**src/rtl/sync_fifo_fwft.sv**
```systemverilog
// -----------------------------------------------------------------------------
// sync_fifo_fwft
//   Single-clock FIFO with arbitrary depth, selectable first-word-fall-through
//   or registered read, programmable almost-full/almost-empty thresholds,
//   synchronous flush and sticky overflow/underflow error flags.
//
// Ports
//   clk           rising-edge clock
//   rst           asynchronous active-high reset
//   flush         synchronous clear of contents/pointers (beats read/write)
//   clr_err       synchronous clear of overflow/underflow
//   wr_en, din    write request and data
//   full          count == DEPTH
//   almost_full   count >= AFULL_LEVEL
//   overflow      sticky: write requested while full
//   rd_en         read request
//   dout          read data (oldest word in FWFT mode, registered otherwise)
//   empty         count == 0
//   almost_empty  count <= AEMPTY_LEVEL
//   underflow     sticky: read requested while empty
//   count         occupancy, 0..DEPTH
// -----------------------------------------------------------------------------
module sync_fifo_fwft #(
  parameter int DATA_WIDTH   = 8,
  parameter int DEPTH        = 32,
  parameter int FWFT         = 1,
  parameter int AFULL_LEVEL  = DEPTH - 2,
  parameter int AEMPTY_LEVEL = 1,
  localparam int CW          = $clog2(DEPTH) + 1
) (
  input  logic                  clk,
  input  logic                  rst,
  input  logic                  flush,
  input  logic                  clr_err,
  input  logic                  wr_en,
  input  logic [DATA_WIDTH-1:0] din,
  output logic                  full,
  output logic                  almost_full,
  output logic                  overflow,
  input  logic                  rd_en,
  output logic [DATA_WIDTH-1:0] dout,
  output logic                  empty,
  output logic                  almost_empty,
  output logic                  underflow,
  output logic [CW-1:0]         count
);

  localparam int            PW     = $clog2(DEPTH);
  localparam logic [PW-1:0] LAST   = PW'(DEPTH - 1);
  localparam logic [CW-1:0] FULL_C = CW'(DEPTH);
  localparam logic [CW-1:0] AF_C   = CW'(AFULL_LEVEL);
  localparam logic [CW-1:0] AE_C   = CW'(AEMPTY_LEVEL);

  logic [DATA_WIDTH-1:0] r_mem [DEPTH];
  logic [PW-1:0]         r_wptr;
  logic [PW-1:0]         r_rptr;
  logic [CW-1:0]         r_count;
  logic [DATA_WIDTH-1:0] r_dout;
  logic                  r_ovf;
  logic                  r_udf;

  logic w_full;
  logic w_empty;
  logic w_wr_acc;
  logic w_rd_acc;
  logic w_wr_rej;
  logic w_rd_rej;

  // Status comes only from the registered count, so request inputs never
  // reach full/empty/count combinationally.
  assign w_full  = (r_count == FULL_C);
  assign w_empty = (r_count == '0);

  // Flush swallows both requests: nothing is accepted and nothing is flagged.
  assign w_wr_acc = wr_en && !w_full  && !flush;
  assign w_rd_acc = rd_en && !w_empty && !flush;
  assign w_wr_rej = wr_en &&  w_full  && !flush;
  assign w_rd_rej = rd_en &&  w_empty && !flush;

  // Storage array is deliberately left out of reset.
  always_ff @(posedge clk) begin
    if (w_wr_acc) r_mem[r_wptr] <= din;
  end

  always_ff @(posedge clk or posedge rst) begin
    if (rst) begin
      r_wptr  <= '0;
      r_rptr  <= '0;
      r_count <= '0;
    end else if (flush) begin
      r_wptr  <= '0;
      r_rptr  <= '0;
      r_count <= '0;
    end else begin
      // Explicit wrap so that non-power-of-two depths work.
      if (w_wr_acc) r_wptr <= (r_wptr == LAST) ? '0 : r_wptr + PW'(1);
      if (w_rd_acc) r_rptr <= (r_rptr == LAST) ? '0 : r_rptr + PW'(1);
      case ({w_wr_acc, w_rd_acc})
        2'b10:   r_count <= r_count + CW'(1);
        2'b01:   r_count <= r_count - CW'(1);
        default: r_count <= r_count;
      endcase
    end
  end

  // Holds the most recently popped word. In registered mode it is the output;
  // in FWFT mode it keeps dout stable while the FIFO is empty.
  always_ff @(posedge clk or posedge rst) begin
    if (rst) begin
      r_dout <= '0;
    end else if (w_rd_acc) begin
      r_dout <= r_mem[r_rptr];
    end
  end

  // Sticky error flags: a new rejection wins over a same-cycle clear.
  always_ff @(posedge clk or posedge rst) begin
    if (rst) begin
      r_ovf <= 1'b0;
      r_udf <= 1'b0;
    end else begin
      if (w_wr_rej)     r_ovf <= 1'b1;
      else if (clr_err) r_ovf <= 1'b0;
      if (w_rd_rej)     r_udf <= 1'b1;
      else if (clr_err) r_udf <= 1'b0;
    end
  end

  assign dout         = (FWFT != 0 && !w_empty) ? r_mem[r_rptr] : r_dout;
  assign full         = w_full;
  assign empty        = w_empty;
  assign almost_full  = (r_count >= AF_C);
  assign almost_empty = (r_count <= AE_C);
  assign overflow     = r_ovf;
  assign underflow    = r_udf;
  assign count        = r_count;

endmodule

```
**config.mk**
```make
export PLATFORM = sky130hd
export DESIGN_NAME = sync_fifo_fwft
export DESIGN_NICKNAME = d
export VERILOG_FILES = /design/src/rtl/sync_fifo_fwft.sv
export SDC_FILE = /design/constraint.sdc
export NUM_CORES = 1
export LEC_CHECK = 0
export ABC_AREA = 0
export CAP_MARGIN = 20
export CORE_UTILIZATION = 55
export DETAILED_ROUTE_END_ITERATION = 7
export PLACE_DENSITY = 0.78
export SLEW_MARGIN = 20
export SYNTH_ARGS = -nofsm -noshare
export SYNTH_HDL_FRONTEND = slang
export SYNTH_SLANG_ARGS = --single-unit
```
**constraint.sdc**
```tcl
create_clock -name clk -period 2.1 [get_ports clk]
set_input_delay 0.315 -clock clk [delete_from_list [all_inputs] [get_ports clk]]
set_output_delay 0.315 -clock clk [all_outputs]
set_load 0.03 [all_outputs]
```
Word-level counts from Yosys, hierarchy flattened
Memory sizes are Yosys's and may differ from the RTL's.
Index checks and enable logic that the tools add are counted.
Widths: inputs -> output; s select.
- equality and inequality tests: 5
- $add $sub $neg: 4
- magnitude comparators: 2
- reduce and logical (&&, ||, !) cells: 17
- mux-type cells: 14
- operators by type and width (cell ; number):
    $mux 5 ; 6
    $pmux 6 s2 ; 1
    $add 5x1->5 const B ; 2
    $eq 5x5->1 const B ; 2
    $logic_and 1x1->1 ; 8
    $mux 8 ; 1
    $reduce_bool 2->1 ; 4
    $add 6x1->6 const B ; 1
    $eq 6x6->1 const B ; 1
    $ge 6x5->1 const B ; 1
    $le 6x1->1 const B ; 1
    $logic_not 6->1 ; 1
    $mux 6 ; 1
    $sub 6x1->6 const B ; 1
    $mux 1 ; 5
    $logic_not 1->1 ; 3
    $reduce_bool 3->1 ; 1
    $eq 2x1->1 const B ; 1
    $eq 2x2->1 const B ; 1
- bits in writable memories: 256
- memories: 1
- bits of input ports: 14
- output and inout bits: 20
- flip-flop bits (word level): 26
- logic and storage cells: 49
- memories (memory ; words ; bits a word ; rd ports ; clocked after memory_dff ; wr ports ; RTL line ; text):
    r_mem ; 32 ; 8 ; 1 ; 0 ; 1 ; 54 ; logic [DATA_WIDTH-1:0] r_mem [DEPTH];

Longest topological paths before layout
Gate-level depths: netlist (run 1).
- depth after elaboration: 7
- depth in mapped cells: 8
- gate-level depth less buffers: 7

Least setup slack after synthesis (run 1)
Ideal clock, no wire load.
- path kind: register -> output
- start point: register r_count[1] (netlist: count[1])
- end point: output dout[6]
- data required time: 1.785 ns
- path slack: -0.460 ns
- arrival time: 2.245 ns
- buffers on the path: 2
- cell stages (with the launch flop): 9
- cell sequence: dfrtp_1 > inv_1 > ha_1 > nand2b_1 > or2_1 > clkbuf_1 > buf_2 > nor2_1 > a21oi_1
- cells in the longest elaborated chain, start to end: 2
- RTL lines (element ; RTL line ; text):
    start, declared ; 57 ; logic [CW-1:0] r_count;
    start signal, assigned ; 99 ; 2'b10: r_count <= r_count + CW'(1);
    start signal, assigned ; 100 ; 2'b01: r_count <= r_count - CW'(1);
    start signal, assigned ; 101 ; default: r_count <= r_count;
    $logic_not 6->1 ; 72 ; assign w_empty = (r_count == '0);
    $mux 8 ; 129 ; assign dout = (FWFT != 0 && !w_empty) ? r_mem[r_rptr] : r_dout;
    end, declared ; 41 ; output logic [DATA_WIDTH-1:0] dout,
No other way between the ends.

Worst setup path in the final report (run 1)
- start point: register r_rptr[0]
- end point: output dout[2]
- cells in the longest elaborated chain, start to end: 2
- RTL lines (element ; RTL line ; text):
    start, declared ; 56 ; logic [PW-1:0] r_rptr;
    start signal, assigned ; 97 ; if (w_rd_acc) r_rptr <= (r_rptr == LAST) ? '0 : r_rptr + PW'(1);
    $mem_v2 32x8 ; -- ;
    $mux 8 ; 129 ;
No other way between the ends.

==> metrics.md, run 1 <==
| Metric | Value |
|---|---|
| Pwr/cell area | 1140 nW/um^2 |
| GR Overflow Total | 0 |
| Area share of the largest cell type after synthesis | between 60% and 70% |
| 1st-iter DRT viols | 740 |
| Synth Area in Compound Gates | 4.20% |
| RePlAce Congestion | ~0.84 |
| Endpoints failing setup | 127 |
| Most common cell in the synthesized netlist | edfxtp_1 |
| Hold/Removal Path Class | in -> async |
| F_max | approximately 0.33 GHz |
| Setup slack after layout | -0.901 ns |
| CTS Buf Count | 28 |
| Clk root buf | clkbuf_16 |
| Post-synth cell types | 53 |
| Die Wd | 148 um |
| WP buf/inv | 3 |
| Area leader, netlist | edfxtp_1 |
| Placement-stage cell area | between 10,000 and 15,000 um^2 |
| Worst-path clk slew | 0.07 ns |
| Setup TNS | -9.47 ns |
| PortBufs | 33 |
| Overall routing resource usage | 26.5% |
| Adder-cell share of the synthesized area | around 1.3% |
| Asr flop ratio synth | under 10% |
| DR vias/cell | between 6 and 7 |
| Largest family of logic cells by synthesized area | multiplexers |
| Reg2reg start | r_rptr[0] |
| Final period util | 143% |
| Relative slew slack | 64.1% |
| CP arrival | 2.69 ns |
| Max-Cap Viols | 0 |
| Final clock skew | between 0.02 and 0.025 ns |
| Pleak | around 0.0048 uW |
| Peak VDD IR | 775 uV |
| Hold Slack | 0.195 ns |
| Post-synthesis mux area share | 14.4% |
| Xor/xnor share of the synthesized area | 0.150% |
| Sink count of the clock tree | 282 |
| Post-Syn Area per Cell | 17.6 um^2 |
| Cell breakdown of the critical path | buf_12, mux4_2, mux2i_2, buf_4, a211oi_2, a21oi_2, a21oi_4, buf_6 |
| Outcome | complete, but fails checks |
| Post-Syn Nets | 688 |
| Layout Nets | 822 |
| Simple-gate portion of the synthesized area | 6.18% |
| ANT cells | 0 |
| R2R Setup Slk | -0.17 ns |
| Post-synth top flop | edfxtp_1 |
| Final core utilization | 72.0% |
| Post-DRT Antenna Nets | 0 |
| Post-synthesis sequential area ratio | 71.4% |
| Min cycle time layout | 3.00 ns |
| DR WL/cell | 26.5 um |
| Synth warn | 0 |
| Via count | 6,875 |
| Largest net degree at the start of global routing | 33 |
| H-tree depth | 1 |
| Required time worst endpoint | 1.78 ns |
| CP Capture Type | primary output |
| Netlist Area Pre-Place | 11,700 um^2 |
| Power, Total | 16,800 uW |
| IO Count | 34 |
| Core Region | 20,500 um^2 |
| Critical Path Start Type | flop |
| Area delta synth->final | 26.3% |
| Drt drc | 0 |
| Critical path depth | 8 |
| CP max FO | 7 |
| Crit path from | r_rptr[0] |
| First-pass GRT wire length | 42,000 um |
| Final WL | 28,800 um |
| Failing checks | negative setup slack |
| Rows | 52 |
| Delay-heaviest family, CP | multiplexers |
| Final Max Tran Viols | 0 |
| Layout cells sized above 1 | roughly two fifths |
| Post-Synthesis Cells | 662 |
| Clock Tree Buf Depth | 3 |
| Commonest cells post-synth | edfxtp_1, nor2_1, mux4_2, mux2i_1, nand2_1 |
| Slew at the pin closest to its max-slew limit | 0.539 ns |
| RSZ-0062 raised after global routing | yes |
| Reg2Reg Depth | 9 |
| Die area | 21,800 um^2 |
| Detail Placement HPWL | between 15,000 and 20,000 um |
| Area contributors post-synth | edfxtp_1, mux4_2, dfrtp_1, mux2i_1, nor2_1 |
| Worst setup path end | dout[2] |
| Number of global-route vias before repair | about 7,000 |
| Worst R2R End | r_dout[6] |
| CTS tree | done |
| Worst path slowest cell | mux4_2 |
| Number of synthesized register bits | 282 |
| Number of synthesized flops with an enable pin | 256 |
| Chip height | 148 um |
| Initial core utilization | between 50% and 60% |
| Initial antenna violation count | 0 |
| First-pass iteration count of the detailed router | 5 |
| Worst Path Class, Setup | reg -> out |
| Skew-Pair Late Insertion Delay | 0.55 ns |
| Final Hold Fails | 0 |
| Slowest stage delay, CP | 0.52 ns |
| Post-route cell area | between 10,000 and 15,000 um^2 |
## flip-flops by register name, summed over array words and instances (netlist names)
register / count
underflow: 1
count: 6
r_wptr: 5
r_dout: 8
overflow: 1
r_mem: 256
r_rptr: 5
## placed cells by master (no fill, tap or decap), types with 5 or more instances in the layout
cell type / n
clkbuf_16: 28
nor2_4: 34
edfxtp_1: 256
mux2i_2: 5
clkinv_1: 9
clkdlybuf4s50_1: 20
a21oi_4: 11
nand3_1: 9
dfrtp_2: 5
mux2i_1: 36
buf_12: 10
buf_6: 22
nand4_1: 5
a21oi_1: 12
buf_4: 79
o21ai_1: 9
ha_1: 8
nor2b_1: 7
dfrtp_1: 19
nand2b_1: 6
mux4_2: 54
nand2_1: 23
inv_1: 6
nor2_1: 27
## layout make-up
| type | count | area (um^2) |
|---|---|---|
| sequential | 282 | 8350 |
| fill | 1128 | 5750 |
| multi-input combinational | 337 | 3810 |
| timing repair buffer | 138 | 1350 |
| clock buffer | 32 | 716 |
| tap | 270 | 338 |
| clock inverter | 18 | 150 |
| inverter | 9 | 36.3 |
## metal layers
metal / vias to the layer above / global-route usage [%] / share of wire (%)
li1: 2906 / - / -
met5: - / 0 / 0
met3: 94 / 3.92 / 7.4
met4: 0 / 9.79 / 3.8
met2: 373 / 44.1 / 51
met1: 3502 / 35.9 / 38
## stage by stage
stage / instances / setup slack, ns
after global routing: 1086 / -0.940
after CTS: 1073 / -0.851
final: 1086 / -0.901
after detailed placement: 1002 / -0.821
after floorplan: 662 / -0.0215
after global placement: 1002 / -0.797
## where the power goes
part / leakage (uW) / switching, uW / internal (uW)
Clock: 0.000420 / 2050 / 2690
Combinational: 0.00171 / 2940 / 2690
Sequential: 0.00264 / 133 / 6290
## worst min-delay path, stage by stage
cell and delay, ns:
clkdlybuf4s50_1 0.42, inv_1 0.07, buf_4 0.34
## repair_timing
| action | CTS | global route |
|---|---|---|
| setup buffers | 20 | 17 |
| gates cloned | 2 | 0 |
| pin swaps | 28 | 32 |
| setup endpoints to repair | 22 | 116 |
| gates resized for setup | 100 | 33 |
| endpoints found under the hold margin | 0 | 0 |
| hold buffers | 0 | 0 |
## how the worst min path moves through the flow
stage,start,to
finish,rst,r_rptr[0]
global route,rst,r_rptr[3]
CTS,rst,r_rptr[0]
detailed placement,r_dout[3],r_dout[3]
global placement,r_dout[3],r_dout[3]
floorplan,rst,count[4]
## cells by family (layout without fill, tap and decap cells)
kind of cell / Yosys count / in the layout
xor+xnor: 2 / 2
flops: 282 / 282
compound gates: 74 / 74
buf+inv: 44 / 197
fa+ha+maj: 12 / 12
mux: 100 / 100
simple gates: 148 / 149
No activity file was read; power rests on OpenSTA's default activity.
==> inputs of run 2 (changes only) <==
--- a/config.mk
+++ b/config.mk
@@ -7,9 +7,9 @@
 export LEC_CHECK = 0
 export ABC_AREA = 0
 export CAP_MARGIN = 20
-export CORE_UTILIZATION = 55
+export CORE_UTILIZATION = 61
 export DETAILED_ROUTE_END_ITERATION = 7
-export PLACE_DENSITY = 0.78
+export PLACE_DENSITY = 0.82
 export SLEW_MARGIN = 20
 export SYNTH_ARGS = -nofsm -noshare
 export SYNTH_HDL_FRONTEND = slang
==> constraint.sdc (replaced) <==
create_clock -name clk -period 3.45 [get_ports clk]
set_input_delay 0.5175 -clock clk [delete_from_list [all_inputs] [get_ports clk]]
set_output_delay 0.5175 -clock clk [all_outputs]
set_load 0.03 [all_outputs]
==> metrics.md, run 2 (synthesis gave the netlist of run 1 again) <==
| Metric | Value |
|---|---|
| PortBufs | 33 (unchanged) |
| Clock Tree Buf Depth | 3 (unchanged) |
| Crit path from | r_rptr[0] |
| Rows | 50 (-3.8%) |
| Outcome | completed |
| Final period util | 98.4% |
| Worst Path Class, Setup | reg -> out |
| R2R Setup Slk | 0.51 ns (+0.68 ns) |
| Die area | 19,700 um^2 (-9.7%) |
| DR WL/cell | 25.5 um (-3.9%) |
| Area delta synth->final | 15.4% |
| Layout Nets | 773 (-6.0%) |
| Hold Buf Count CTS | 0 (unchanged) |
| CTS tree | done |
| F_max | 0.295 GHz |
| Pwr/cell area | 682 nW/um^2 (-40%) |
| Most common cell after layout, fill and taps aside | edfxtp_1 |
| ANT cells | 0 (unchanged) |
| Critical Path Start Type | flop |
| Slew at the pin closest to its max-slew limit | 1.02 ns (+0.479 ns) |
| Final core utilization | 72.0% (about the same) |
| Required time worst endpoint | 2.93 ns (+1.15 ns) |
| RSZ-0062 raised after global routing | no |
| Relative slew slack | 31.9% (-32 points) |
| Area of the multi-input gates | 3100 um^2 (-19%) |
| First-pass GRT wire length | 39,200 um (-6.6%) |
| Fillers | 1,061 (-5.9%) |
| Slowest stage delay, CP | 0.56 ns (+0.04 ns) |
| Reg2reg start | count[1] |
| Clk root buf | clkbuf_16 |
| Final Hold Fails | 0 (unchanged) |
| H-tree depth | 1 (unchanged) |
| CP arrival | 2.88 ns (+0.19 ns) |
| Most Frequent Cell on Critical Path | buf_4 |
| Setup TNS | 0 ns (+9.47 ns) |
| Post-DRT Antenna Nets | 0 (unchanged) |
| Layout cells sized above 1 | 24.3% (-15 points) |
| Peak VDD IR | 450 uV (-42%) |
| Worst R2R End | r_mem[14][5] |
| Initial core utilization | 62.4% (+5.4 points) |
| Die Wd | 140 um (-5.0%) |
| Skew-Pair Late Insertion Delay | 0.54 ns (about the same) |
| Endpoints failing setup | 0 (-100%) |
| Chip height | 140 um (-5.0%) |
| Cell breakdown of the critical path | buf_4, mux4_2, mux2i_1, a211oi_1, a21oi_2, a21oi_1, buf_4 |
| Largest net degree at the start of global routing | 33 (unchanged) |
| Final clock skew | 0.0167 ns (-0.00492 ns) |
| Core Region | 18,700 um^2 (-8.7%) |
| Detail Placement HPWL | 15,600 um (-5.2%) |
| Biggest regs | r_mem: 256 flops, r_dout: 8 flops, count: 6 flops |
| CP Capture Type | primary output |
| Final WL | 25,600 um (-11%) |
| Final Max Tran Viols | 0 (unchanged) |
| RePlAce Congestion | 0.834 (-0.31%) |
| First-pass iteration count of the detailed router | 5 (unchanged) |
| CP max FO | 8 (+1) |
| Initial antenna violation count | 0 (unchanged) |
| Pleak | 0.00442 uW (-7.3%) |
| Min cycle time layout | 3.39 ns |
| Via count | 6,534 (-5.0%) |
| Number of global-route vias before repair | 6,627 (-4.9%) |
| Post-route cell area | 13,500 um^2 (-8.7%) |
| Most flop-heavy register | r_mem |
| DR vias/cell | 6.51 (+2.9%) |
| Worst setup path end | dout[7] |
| Hold/Removal Path Class | in -> async |
| CTS Buf Count | 28 (unchanged) |
| Worst-path clk slew | 0.06 ns (about the same) |
| Placement-stage cell area | 12,400 um^2 (-5.9%) |
| Max reg flops | 256 (unchanged) |
| IO Count | 34 (unchanged) |
| Worst path slowest cell | mux4_2 |
| Max-Cap Viols | 0 (unchanged) |
| Most frequent cells in the layout | edfxtp_1, nor2_1, buf_4 |
| Drt drc | 0 (unchanged) |
| 1st-iter DRT viols | 808 (+9.2%) |
| Reg area | 8350 um^2 (about the same) |
| Overall routing resource usage | 27.1% (+0.61 points) |
| Reg2Reg Depth | 7 (-2) |
| Sink count of the clock tree | 282 (unchanged) |
| GR Overflow Total | 0 (unchanged) |
run 2: cell types whose count changed in the layout (fill, tap and decap cells not counted), sizes merged, moves of 3 or more:
cell           before  now
buf               116   66
clkbuf             32   42
clkinv             14    6
clkdlybuf4s50      20   23
run 2: final cells by class:
class / instances / share of cell area (%)
Clock buffer: 42 / 6.12
Multi-Input combinational cell: 336 / 23.0
Clock inverter: 10 / 0.790
Tap cell: 234 / 2.17
Sequential cell: 282 / 62.0
Timing Repair Buffer: 90 / 5.66
Inverter: 9 / 0.251
run 2: how the worst min path moves through the flow:
stage	depth (start not counted)	end
finish	2	r_dout[6]
global route	2	r_dout[6]
detailed placement	2	r_dout[0]
CTS	2	r_dout[0]
floorplan	2	r_dout[0]
global placement	2	r_dout[1]
run 2: what timing repair did:
item | CTS | global route
gates resized for setup | 13 | 4
setup endpoints to repair | 8 | 5
buffers inserted | 9 | 0
pin swaps | 0 | 2
gates cloned | 0 | 0
run 2: metrics by stage:
stage          setup WS (ns)  hold slack, ns  instances  total power [uW]
6_report              0.0554           0.379       1003              9180
5_1_grt              0.00374           0.439       1003              9470
4_1_cts               0.0291           0.390       1003              9180
3_5_place_dp           0.111           0.481        942              6100
3_3_place_gp          0.0958           0.468        942              6030
2_1_floorplan          0.688           0.456        662              5500
run 2: metal layers:
layer  wire length, um  vias to the layer above  GRT usage [%]
li1                  -                     2789              -
met1              9590                     3271           36.9
met2             12800                      402           44.9
met3              2470                       72           4.99
met4               738                        0           8.62
met5                 0                        -              0
run 2: power breakdown:
| group | switching (uW) | internal, uW |
|---|---|---|
| sequential | 110 | 3830 |
| combinational | 1290 | 934 |
| clock | 1230 | 1800 |
| total | 2620 | 6560 |
run 2: worst max-delay path, delay by kind of cell, from the launching register on:
kind            cells  cell delay [ns]
flops               1             0.51
buf+inv             2             0.45
mux                 2             0.85
compound gates      3             0.53
==> inputs of run 3 (changes only) <==
--- a/config.mk
+++ b/config.mk
@@ -7,9 +7,10 @@
 export LEC_CHECK = 0
 export ABC_AREA = 0
 export CAP_MARGIN = 20
-export CORE_UTILIZATION = 61
+export CORE_UTILIZATION = 64
+export CTS_CLUSTER_DIAMETER = 30
 export DETAILED_ROUTE_END_ITERATION = 7
-export PLACE_DENSITY = 0.82
+export PLACE_DENSITY = 0.85
 export SLEW_MARGIN = 20
 export SYNTH_ARGS = -nofsm -noshare
 export SYNTH_HDL_FRONTEND = slang
==> constraint.sdc (replaced) <==
create_clock -name clk -period 4.2 [get_ports clk]
set_input_delay 0.63 -clock clk [delete_from_list [all_inputs] [get_ports clk]]
set_output_delay 0.63 -clock clk [all_outputs]
set_load 0.03 [all_outputs]
==> metrics.md, run 3 (synthesis gave the netlist of run 1 again) <==
| Metric | Value |
|---|---|
| Setup TNS | 0 ns (unchanged) |
| 1st-iter DRT viols | 1,064 (+32%) |
| First-pass iteration count of the detailed router | 6 (+1) |
| Peak VDD IR | 716 uV (+59%) |
| Setup slack after layout | 0.121 ns (+0.0659 ns) |
| Final Max Tran Viols | 0 (unchanged) |
| Skew-Pair Late Insertion Delay | 0.53 ns (about the same) |
| Die Wd | 137 um (-2.3%) |
| Drt drc | 0 (unchanged) |
| Most frequent cells in the layout | edfxtp_1, nor2_1, mux4_2 |
| Initial core utilization | 65.2% (+2.8 points) |
| Chip height | 137 um (-2.3%) |
| Clk root buf | clkbuf_16 |
| Area delta synth->final | 17.2% |
| Final clock skew | 0.0153 ns (-0.00136 ns) |
| Max reg flops | 256 (unchanged) |
| Largest net degree at the start of global routing | 33 (unchanged) |
| RePlAce Congestion | 0.876 (+5.1%) |
| Number of global-route vias before repair | 6,859 (+3.5%) |
| Layout Nets | 751 (-2.8%) |
| Met1 usage | 41.6% (+4.7 points) |
| Endpoints failing setup | 0 (unchanged) |
| Post-DRT Antenna Nets | 0 (unchanged) |
| CP max FO | 14 (+6) |
| Final period util | 97.1% |
| ANT cells | 0 (unchanged) |
| H-tree depth | 2 (+1) |
| DR vias/cell | 7.04 (+8.0%) |
| First-pass GRT wire length | 42,000 um (+7.2%) |
| Slew at the pin closest to its max-slew limit | 0.934 ns (-0.0838 ns) |
| GR Overflow Total | 0 (unchanged) |
| Overall routing resource usage | 32.0% (+4.9 points) |
| Critical Path Start Type | flop |
| Rows | 49 (-2.0%) |
| CTS tree | done |
| Detail Placement HPWL | 15,900 um (+2.3%) |
| Via count | 6,932 (+6.1%) |
| Relative slew slack | 37.5% (+5.6 points) |
| PortBufs | 33 (unchanged) |
| Hold Slack | 0.363 ns (-0.0166 ns) |
| Most common cell after layout, fill and taps aside | edfxtp_1 |
| DR WL/cell | 29.8 um (+17%) |
| Initial antenna violation count | 1 (+1) |
| Sink count of the clock tree | 282 (unchanged) |
| Biggest regs | r_mem: 256 flops, r_dout: 8 flops, count: 6 flops |
| Pre-CTS WS | 0.444 ns (+0.333 ns) |
| Top Usage Layer GRT | met2 |
| Met2 Usage GRT | 51.4% (+6.5 points) |
| Outcome | completed |
| Worst-path clk slew | 0.06 ns (about the same) |
| Min cycle time layout | 4.08 ns |
| Clock Tree Buf Depth | 3 (unchanged) |
| Worst Path Class, Setup | reg -> out |
| CP Capture Type | primary output |
| CTS Buf Count | 42 (+50%) |
| Reg2Reg Depth | 7 (unchanged) |
| Global Route met3 Usage | 7.11% (+2.1 points) |
| IO Count | 34 (unchanged) |
| Hold/Removal Path Class | in -> async |
| Most flop-heavy register | r_mem |
| Final WL | 29,400 um (+15%) |
| Max-Cap Viols | 0 (unchanged) |
| Die area | 18,800 um^2 (-4.6%) |
| Final Hold Fails | 0 (unchanged) |
| CP arrival | 3.45 ns (+0.57 ns) |
| Pleak | 0.00445 uW (+0.55%) |
| Pwr/cell area | 634 nW/um^2 (-7.1%) |
| RSZ-0062 raised after global routing | no |
| F_max | roughly 0.25 GHz |
| Required time worst endpoint | 3.57 ns (+0.64 ns) |
| Layout cells sized above 1 | 21.7% (-2.6 points) |
| Core Region | 17,900 um^2 (-4.3%) |
## run 3: cell types whose count changed in the layout (fill, tap and decap cells not counted), sizes merged
cell and change:
clkdlybuf4s50 +3, clkbuf +4, clkinv +8, clkinvlp +4, buf -38, inv +3, dlygate4sd2 -1, bufinv +4
## run 3: layout make-up
type,instances,area (um^2)
flip-flops and latches,282,8350
fillers,915,4220
multi-input cells,336,3060
clock buffers,46,1070
repair buffers,54,542
clock inverters,29,345
well taps,229,287
inverters,9,33.8
## run 3: repair_timing
action | CTS | global route
hold buffers | 0 | 0
pin swaps | 0 | 0
cloned | 0 | 0
setup buffers | 2 | 5
setup endpoints to repair | 7 | 5
resized for setup | 1 | 0
## run 3: per-layer routing
layer / vias to the layer above / wire, um
met5: - / 0
met4: 0 / 1510
met3: 145 / 3520
met2: 622 / 14200
met1: 3419 / 10100
li1: 2746 / -
## run 3: path summary, 6_finish.rpt
path                            startpoint            to  slack (ns)
worst max-delay path             r_rptr[1]       dout[3]        0.12
max in group asynchronous              rst     r_rptr[1]        3.42
worst min register to register   r_dout[0]     r_dout[0]        0.49
min in group clk                 r_dout[0]     r_dout[0]        0.49
worst min-delay path                   rst     r_wptr[3]        0.36
worst max register to register    count[1]  r_mem[27][1]        1.05
## run 3: critical path, cell delays in order, from the launching register on
cell and delay, ns:
dfrtp_4 0.66, mux4_2 0.60, mux2i_1 0.34, mux2i_1 0.16
a21oi_1 0.36, a21oi_1 0.15, clkdlybuf4s50_1 0.63
## run 3: where the power goes
| group | switching (uW) | total, uW | internal (uW) |
|---|---|---|---|
| registers | 106 | 3250 | 3150 |
| clock network | 1270 | 3490 | 2220 |
| logic | 1130 | 1920 | 796 |
| total | 2500 | 8670 | 6160 |
## run 3: through the flow
step	total power, uW	area, um^2	cells	utilization, %
2_1_floorplan	4520	11700	662	-
5_1_grt	8930	13700	985	76.4
3_3_place_gp	4990	12200	901	68.0
6_report	8670	13700	985	76.4
3_5_place_dp	5050	12200	902	68.0
4_1_cts	8610	13600	979	76.2
